==> src/rtl/cajero_pkg.sv <==
// cajero_pkg: shared key codes, state encodings and sizes for the cashier keypad path
package cajero_pkg;
  localparam logic [3:0] TECLA_CANCELAR = 4'hA;
  localparam logic [3:0] TECLA_ENTER = 4'hC;
  localparam int PIN_DIGITOS = 4;
  typedef enum logic [2:0] {
    ST_IDLE    = 3'b001,
    ST_CAPTURA = 3'b010,
    ST_ENTREGA = 3'b100
  } estado_t;
endpackage

==> src/rtl/acumulador_decimal.sv <==
// acumulador_decimal: combinational acc*10 + d using shifts, wrapping at 32 bits
module acumulador_decimal (
  input  logic [31:0] acc,
  input  logic [31:0] d,
  output logic [31:0] res
);
  assign res = (acc << 3) + (acc << 1) + d;
endmodule

==> src/rtl/teclado_captura.sv <==
// teclado_captura: keypad capture of a 4-digit BCD PIN or a decimal amount, with cancel/enter/timeout
module teclado_captura
  import cajero_pkg::*;
#(
  parameter int MAX_DIGITOS = 9,
  parameter int TIMEOUT_CICLOS = 1000000
) (
  input  logic        clk,
  input  logic        rst,
  input  logic        habilitar,
  input  logic        modo_monto,
  input  logic        digito_stb,
  input  logic [3:0]  digito,
  output logic [15:0] pin,
  output logic        pin_stb,
  output logic [31:0] monto,
  output logic        monto_stb,
  output logic        entrada_invalida,
  output logic        cancelado,
  output logic        timeout,
  output logic        ocupado
);
  localparam int TW = $clog2(TIMEOUT_CICLOS + 1);
  estado_t state, state_n;
  logic modo, modo_n;
  logic [31:0] acc, acc_n, acc_dec, monto_n;
  logic [3:0] cnt, cnt_n;
  logic [TW-1:0] tmr, tmr_n;
  logic [15:0] pin_n;
  logic pin_stb_n, monto_stb_n, inval_n, canc_n, to_n, ocupado_n;
  logic es_digito;
  assign es_digito = digito <= 4'd9;
  acumulador_decimal u_acc (.acc(acc), .d({28'b0, digito}), .res(acc_dec));
  always_ff @(posedge clk) begin
    if (rst) begin
      state <= ST_IDLE;
      modo <= 1'b0;
      acc <= '0;
      cnt <= '0;
      tmr <= '0;
      pin <= '0;
      monto <= '0;
      pin_stb <= 1'b0;
      monto_stb <= 1'b0;
      entrada_invalida <= 1'b0;
      cancelado <= 1'b0;
      timeout <= 1'b0;
      ocupado <= 1'b0;
    end else begin
      state <= state_n;
      modo <= modo_n;
      acc <= acc_n;
      cnt <= cnt_n;
      tmr <= tmr_n;
      pin <= pin_n;
      monto <= monto_n;
      pin_stb <= pin_stb_n;
      monto_stb <= monto_stb_n;
      entrada_invalida <= inval_n;
      cancelado <= canc_n;
      timeout <= to_n;
      ocupado <= ocupado_n;
    end
  end
  always_comb begin
    state_n = state;
    modo_n = modo;
    acc_n = acc;
    cnt_n = cnt;
    tmr_n = tmr;
    pin_n = pin;
    monto_n = monto;
    pin_stb_n = 1'b0;
    monto_stb_n = 1'b0;
    inval_n = 1'b0;
    canc_n = 1'b0;
    to_n = 1'b0;
    if (state == ST_IDLE) begin
      if (habilitar) begin
        state_n = ST_CAPTURA;
        modo_n = modo_monto;
        acc_n = '0;
        cnt_n = '0;
        tmr_n = '0;
      end
    end else if (state == ST_ENTREGA) begin
      state_n = ST_IDLE;
    end else if (digito_stb) begin
      tmr_n = '0;
      if (es_digito && !modo) begin
        acc_n = {16'b0, acc[11:0], digito};
        cnt_n = cnt + 4'd1;
        if (cnt == 4'(PIN_DIGITOS - 1)) begin
          pin_n = {acc[11:0], digito};
          pin_stb_n = 1'b1;
          state_n = ST_ENTREGA;
        end
      end else if (es_digito) begin
        if (cnt < 4'(MAX_DIGITOS)) begin
          acc_n = acc_dec;
          cnt_n = cnt + 4'd1;
        end else inval_n = 1'b1;
      end else if (digito == TECLA_ENTER && modo && cnt != 4'd0) begin
        monto_n = acc;
        monto_stb_n = 1'b1;
        state_n = ST_ENTREGA;
      end else if (digito == TECLA_CANCELAR) begin
        canc_n = 1'b1;
        state_n = ST_IDLE;
      end else inval_n = 1'b1;
    end else if (tmr == TW'(TIMEOUT_CICLOS - 1)) begin
      to_n = 1'b1;
      state_n = ST_IDLE;
    end else tmr_n = tmr + 1'b1;
    ocupado_n = state_n != ST_IDLE;
  end
endmodule

==> config.mk <==
export PLATFORM = sky130hd
export DESIGN_NAME = teclado_captura
export DESIGN_NICKNAME = d
export VERILOG_FILES = /design/src/rtl/cajero_pkg.sv /design/src/rtl/acumulador_decimal.sv /design/src/rtl/teclado_captura.sv
export SDC_FILE = /design/constraint.sdc
export NUM_CORES = 1
export LEC_CHECK = 0
export CAP_MARGIN = 20
export CELL_PAD_IN_SITES_DETAIL_PLACEMENT = 0
export CELL_PAD_IN_SITES_GLOBAL_PLACEMENT = 1
export CORE_ASPECT_RATIO = 0.5
export CORE_MARGIN = 4
export CORE_UTILIZATION = 30
export DETAILED_ROUTE_END_ITERATION = 12
export HOLD_SLACK_MARGIN = 0.08
export PLACE_DENSITY_LB_ADDON = 0.1
export SYNTH_ARGS = -nofsm -noshare
export SYNTH_HDL_FRONTEND = slang
export SYNTH_SLANG_ARGS = --single-unit
==> constraint.sdc <==
create_clock -name clk -period 3.3 [get_ports clk]
set_clock_uncertainty 0.05 [all_clocks]
set_input_delay 0.495 -clock clk [delete_from_list [all_inputs] [get_ports clk]]
set_output_delay 0.495 -clock clk [all_outputs]
set_load 0.05 [all_outputs]
* After elaboration in Yosys (flattened, before gate mapping)
Index checks and enable logic that the tools add are counted.
** Word-level totals
- Bits in latches :: 0
- Memory bits (read-only) :: 0
- Memory bits (writable) :: 0
- Bits in registers :: 114
- Memories kept :: 0
- Input port bits :: 9
- Output and inout port bits :: 54
- Word-level logic and storage cells :: 89
** Operators by class
- Reductions and logical operators :: 18
- Add/subtract/negate cells :: 4
- $lt $le $gt $ge :: 2
- Equal/unequal tests :: 10
- Bitwise operators :: 5
- Mux-type cells :: 37
- Divide/modulo/power cells :: 0
- Multipliers :: 0
- Shifts and indexed selects :: 0
** Operators by type and width (count)
- $mux 32 :: 7
- $mux 20 :: 5
- $add 32x32->32 :: 1
- $add 32x4->32 :: 1
- $mux 3 :: 10
- $mux 4 :: 7
- $add 20x1->20 const B :: 1
- $eq 20x20->1 const B :: 1
- $reduce_and 5->1 :: 2
- $reduce_or 5->1 :: 2
- $eq 4x4->1 const B :: 2
- $mux 1 :: 8
- $reduce_or 7->1 :: 1
- $reduce_and 6->1 :: 1
- $reduce_bool 3->1 :: 2
- $reduce_or 6->1 :: 1
- $not 1->1 :: 5
- $add 4x1->4 const B :: 1
- $eq 4x2->1 const B :: 1
- $le 4x4->1 const B :: 1
- $lt 4x4->1 const B :: 1
- $ne 2x2->1 const B :: 2
- $reduce_bool 4->1 :: 1
- $reduce_or 4->1 :: 1
- 9 further kinds :: 11

* Logic depth before layout (Yosys ltp)
- Depth in word-level cells :: 10
- Depth in mapped cells :: 12

* Hierarchy
A second synthesis with hierarchy kept.
** Second synthesis, totals
- Cell total of the unflattened synthesis :: 860
- Area total of the unflattened synthesis :: 7259.5 um^2
** By module, submodules not included
- teclado_captura :: area each 4904.7 um^2, instances 1, sequential area each 2282.2 um^2, cells an instance 592
- acumulador_decimal :: area each 2354.8 um^2, instances 1, sequential area each 0.0 um^2, cells an instance 268

* Least setup slack after synthesis
No wires, ideal clock.
- Path type :: input-to-reg
- From :: in digito[3]
- To :: reg acc[30]
- Cell stages on the path :: 11
- Setup slack :: 447 ps
- Library setup time :: 116 ps
- Buffers on the path :: 0
- Data arrival time :: 2687 ps
- Required time :: 3134 ps
- Cells stage by stage :: inv_1 fa_1 fa_1 inv_1 a21oi_2 o221ai_4 a311o_2 nand4_1 o31ai_1 xnor2_1 o21ai_1
** On the way
- Word-level cells in the longest chain between the ends :: 7
- Elaborated cells between the ends (all ways) :: 12
- Those cells by class :: add/sub (1); order compare (1); mux (6); reduce/logical (4)
** RTL lines
- start: declaration :: RTL line teclado_captura.sv:13 : input logic [3:0] digito,
- $add 32x4->32 :: RTL line acumulador_decimal.sv:7 : assign res = (acc << 3) + (acc << 1) + d;
- $mux 32 :: RTL line teclado_captura.sv:99 : if (cnt < 4'(MAX_DIGITOS)) begin
- $mux 32 :: RTL line teclado_captura.sv:98 : end else if (es_digito) begin
- $mux 32 :: RTL line teclado_captura.sv:90 : if (es_digito && !modo) begin
- $mux 32 :: RTL line teclado_captura.sv:88 : end else if (digito_stb) begin
- $mux 32 :: RTL line teclado_captura.sv:86 : end else if (state == ST_ENTREGA) begin
- $mux 32 :: RTL line teclado_captura.sv:78 : if (state == ST_IDLE) begin
- end signal: assignment :: RTL line teclado_captura.sv:52 : acc <= acc_n;
- end: declaration :: RTL line teclado_captura.sv:26 : logic [31:0] acc, acc_n, acc_dec, monto_n;
Parallel ways exist; a longest one is shown, timed or not. The select of a mux whose other input is x is not followed.
A chain may end at the register's enable or synchronous reset.

* Final worst setup path
- From :: in digito[3]
- To :: reg acc[23]
The elaborated chain is that of the path after synthesis.

==> metrics.csv <==
stage,metric,value,unit
status,status,completed,
sta,final slew viol count,0,
placed_design,IO Port Bufs,62,
sta,worst setup margin,0.196,ns
synth,Avg Inst Size Synth,8.20,µm²
worst_setup_path,CP Capture Type,flip-flop,
sta,Fin. Hold Viols,0,
power,worst vdd rail ir drop,0.354,mV
synth,Ys Warns,0,
synth,Synth top area share,35.1,%
floorplan,die area,0.0242,mm²
synth,Netlist cell types,68,
cts,Clock Pin Slew Worst Setup and Hold Paths,0.05,ns
worst_setup_path,reg-to-reg startpoint,acc[11]$_SDFFE_PP0P_,
sta,fmax,0.322,GHz
floorplan,# IOs,63,
synth,Synth area leaders,"dfxtp_1 (35%), ha_1 (12%), nand2_1 (8.8%)",
worst_setup_path,Startpoint Class,input port,
synth,Mapped Area,0.00650,mm²
sta,Slew @ Worst Pin,0.770,ns
floorplan,Rows,37,
cts,CTS root buffer,clkbuf_16,
finish,Final Util,39.3,%
power,PwrDens,450,mW/mm²
worst_setup_path,critical path data required time,3.56,ns
synth,Yosys reg bits,114,
synth,Post-synth EDFFs,0,
power,P_leak,0.00321,µW
worst_setup_path,class of the most critical setup path,input port to flip-flop,
floorplan,Die Width,216,µm
global_routing,first-pass GRT wire length,30600,µm
sta,RSZ-0062 raised after global routing,no,
global_routing,initial antenna violation count,0,
synth,cell taking the most area after synthesis,dfxtp_1,
cts,CTS tree,yes,
cts,clock sinks,114,
global_routing,GRT Total Usage,15.6,%
sta,fin crit period,3.10,ns
worst_setup_path,"Arr. time, crit path",3.36,ns
sta,WHS,0.401,ns
job,number of max-cap violations,0,
synth,ys async rst share,0,%
cts,clock buffer count from CTS,17,
finish,Layout Nets,940,
floorplan,initial core utilization,31.1,%
route,number of detailed-route iterations in the first pass,5,
global_routing,number of global-route vias before repair,5646,
placed_design,Post-DP HPWL,13700,µm
worst_setup_path,critical path's slowest cell,fa_1,
sta,TNS Setup,0,ns
worst_setup_path,worst-path cell chain,clkdlybuf4s50_1 > inv_1 > fa_1 > inv_1 > ha_1 > a21oi_1 > nor2b_2 > a31oi_4 > o21ai_2 > buf_4 > a41oi_1 > buf_4 > xor2_1 > o21ai_1,
hold_path,hold crit path type,flip-flop to flip-flop,
route,Final ANT Viol Nets,0,
cts,Worst-Skew Late Latency,0.42,ns
synth,syn_nets,865,
synth,sequential share of the synthesized area,35.1,%
sta,"Setup violations, final",0,
cts,H-tree Lvls,4,
floorplan,core area,0.0209,mm²
route,vias post-DR,5732,
placed_design,routability congestion estimate,0.836,
sta,Rel. slew slack,48.5,%
worst_setup_path,Critical path buffers and inverters,5,
worst_setup_path,Critical Path Max Stage Delay,0.54,ns
route,Vias/cell,4.89,
synth,most frequently used flop master after synthesis,dfxtp_1,
cts,CTS Hold Bufs,0,
sta,final period utilization,94.1,%
worst_setup_path,"Largest delay share family, worst path",buffers and inverters,
finish,Area growth syn-to-layout,26.6,%
global_routing,grt total ovfl,0,
worst_setup_path,CP max FO,3,
worst_setup_path,CP startpoint,digito[3],
placed_design,Setup WS pre-CTS,-0.363,ns
finish,fraction of layout cells with a size suffix above 1,11.3,%
finish,n_diodes,0,
synth,cell count after synthesis,792,
hold_path,worst hold path startpoint,pin[5]$_SDFFE_PP0P_,
global_routing,largest net degree at the start of global routing,33,
route,post-detailed-route wirelength per cell,15.8,µm
route,drt initial violations,423,
route,drc violations,0,
route,total routed wirelength,18500,µm
cts,Max clock buf depth,2,
floorplan,die height,112,µm
cell usage after synthesis, types with 2 or more instances:
library cell / instances
a21o_1: 9
a21oi_1: 84
a21oi_2: 3
a221oi_1: 2
a22o_1: 3
a22oi_1: 13
a31oi_1: 2
a32oi_1: 4
a41oi_1: 2
and3_1: 5
buf_2: 13
clkbuf_1: 24
dfxtp_1: 114
fa_1: 2
ha_1: 62
inv_1: 19
mux2i_1: 3
nand2_1: 152
nand2b_1: 4
nand2b_4: 3
nand3_1: 21
nand4_1: 13
nor2_1: 68
nor2b_1: 6
nor3_1: 12
nor4_2: 2
nor4b_1: 2
o211ai_1: 3
o21a_1: 3
o21ai_0: 28
o21ai_1: 13
o21bai_1: 6
o221ai_1: 2
o22ai_1: 2
o31ai_1: 2
or2_2: 5
or3_1: 4
xnor2_1: 23
xor2_1: 25
repair_timing:
item	4_1_cts	5_1_grt
buffers inserted	0	0
resized for setup	0	2
endpoints found under the setup margin	0	10
power by group:
| part | leakage, µW | switching [µW] | internal (µW) |
|---|---|---|---|
| Sequential | 0.000919 | 14.7 | 1390 |
| Clock | 0.000326 | 671 | 1410 |
| Combinational | 0.00196 | 142 | 76.9 |
| Total | 0.00321 | 827 | 2880 |
worst register-to-register path: stages (launching register included):
cell	delay, ns
dfxtp_1	0.47
ha_1	0.29
ha_1	0.37
a21oi_1	0.26
o21ai_0	0.19
a21oi_1	0.28
o221ai_1	0.23
a221oi_1	0.37
o41ai_2	0.15
xnor2_1	0.15
o21ai_1	0.07
flip-flops by register name, indices dropped and copies added, names as in the netlist, 3 cells and up:
name	count
pin	16
acc	32
cnt	4
tmr	20
state	3
monto	32
per-layer routing:
metal / up-vias / track usage, % / part of all wire (%)
met5: - / 0 / 0
met4: 0 / 3.54 / 0.85
met3: 13 / 3.87 / 4.4
met2: 101 / 21.7 / 39
met1: 2692 / 24.0 / 56
li1: 2926 / - / -
placed cells by master, fill, tap and decap left out, drive strengths merged, types with 9 or more instances in the layout:
cell	synthesis	layout
ha	62	62
clkdlybuf4s50	0	61
a22oi	13	13
nor2	69	69
xor2	25	25
nand2	153	153
dfxtp	114	114
buf	16	35
a21o	9	9
xnor2	23	23
nand3	22	22
nor3	13	13
a21oi	87	87
nand4	13	13
clkbuf	24	22
inv	19	19
o21ai	42	42
logic make-up (layout without fill, tap and decap cells):
group                      after synthesis  after routing  synth area share, %
AOI/OAI and AO/OA                      195            195                 19.7
xor gates and xnor gates                48             48                 6.47
adders and majority gates               64             64                 12.6
buffers and inverters                   59            147                 3.83
DFF                                    114            114                 35.1
muxes                                    3              3                0.462
and+or+nand+nor                        309            309                 21.8
path summary, 6_finish.rpt:
check | end | slack, ns | cells after the start
worst max-delay path | acc[23]$_SDFFE_PP0P_ | 0.20 | 14
worst min-delay path | pin[5]$_SDFFE_PP0P_ | 0.40 | 2
worst max register to register | acc[29]$_SDFFE_PP0P_ | 0.30 | 10
worst min register to register | pin[5]$_SDFFE_PP0P_ | 0.40 | 2
through the flow:
stage	area, µm²	total power, µW	cells
after floorplan	6500	1570	792
after global placement	7560	1650	1140
after detailed placement	7560	1650	1140
after CTS	8220	3760	1172
after global routing	8230	3850	1172
final	8230	3710	1172
final cells by class:
class                   instances  area (µm²)
flip-flops and latches        114        2280
well taps                     292         365
clock inverters                10         178
inverters                      19        71.3
multi-input cells             619        3970
fillers                      2189       12700
clock buffers                  22         484
repair buffers                 96         875
(Power assumes the default switching activity.)
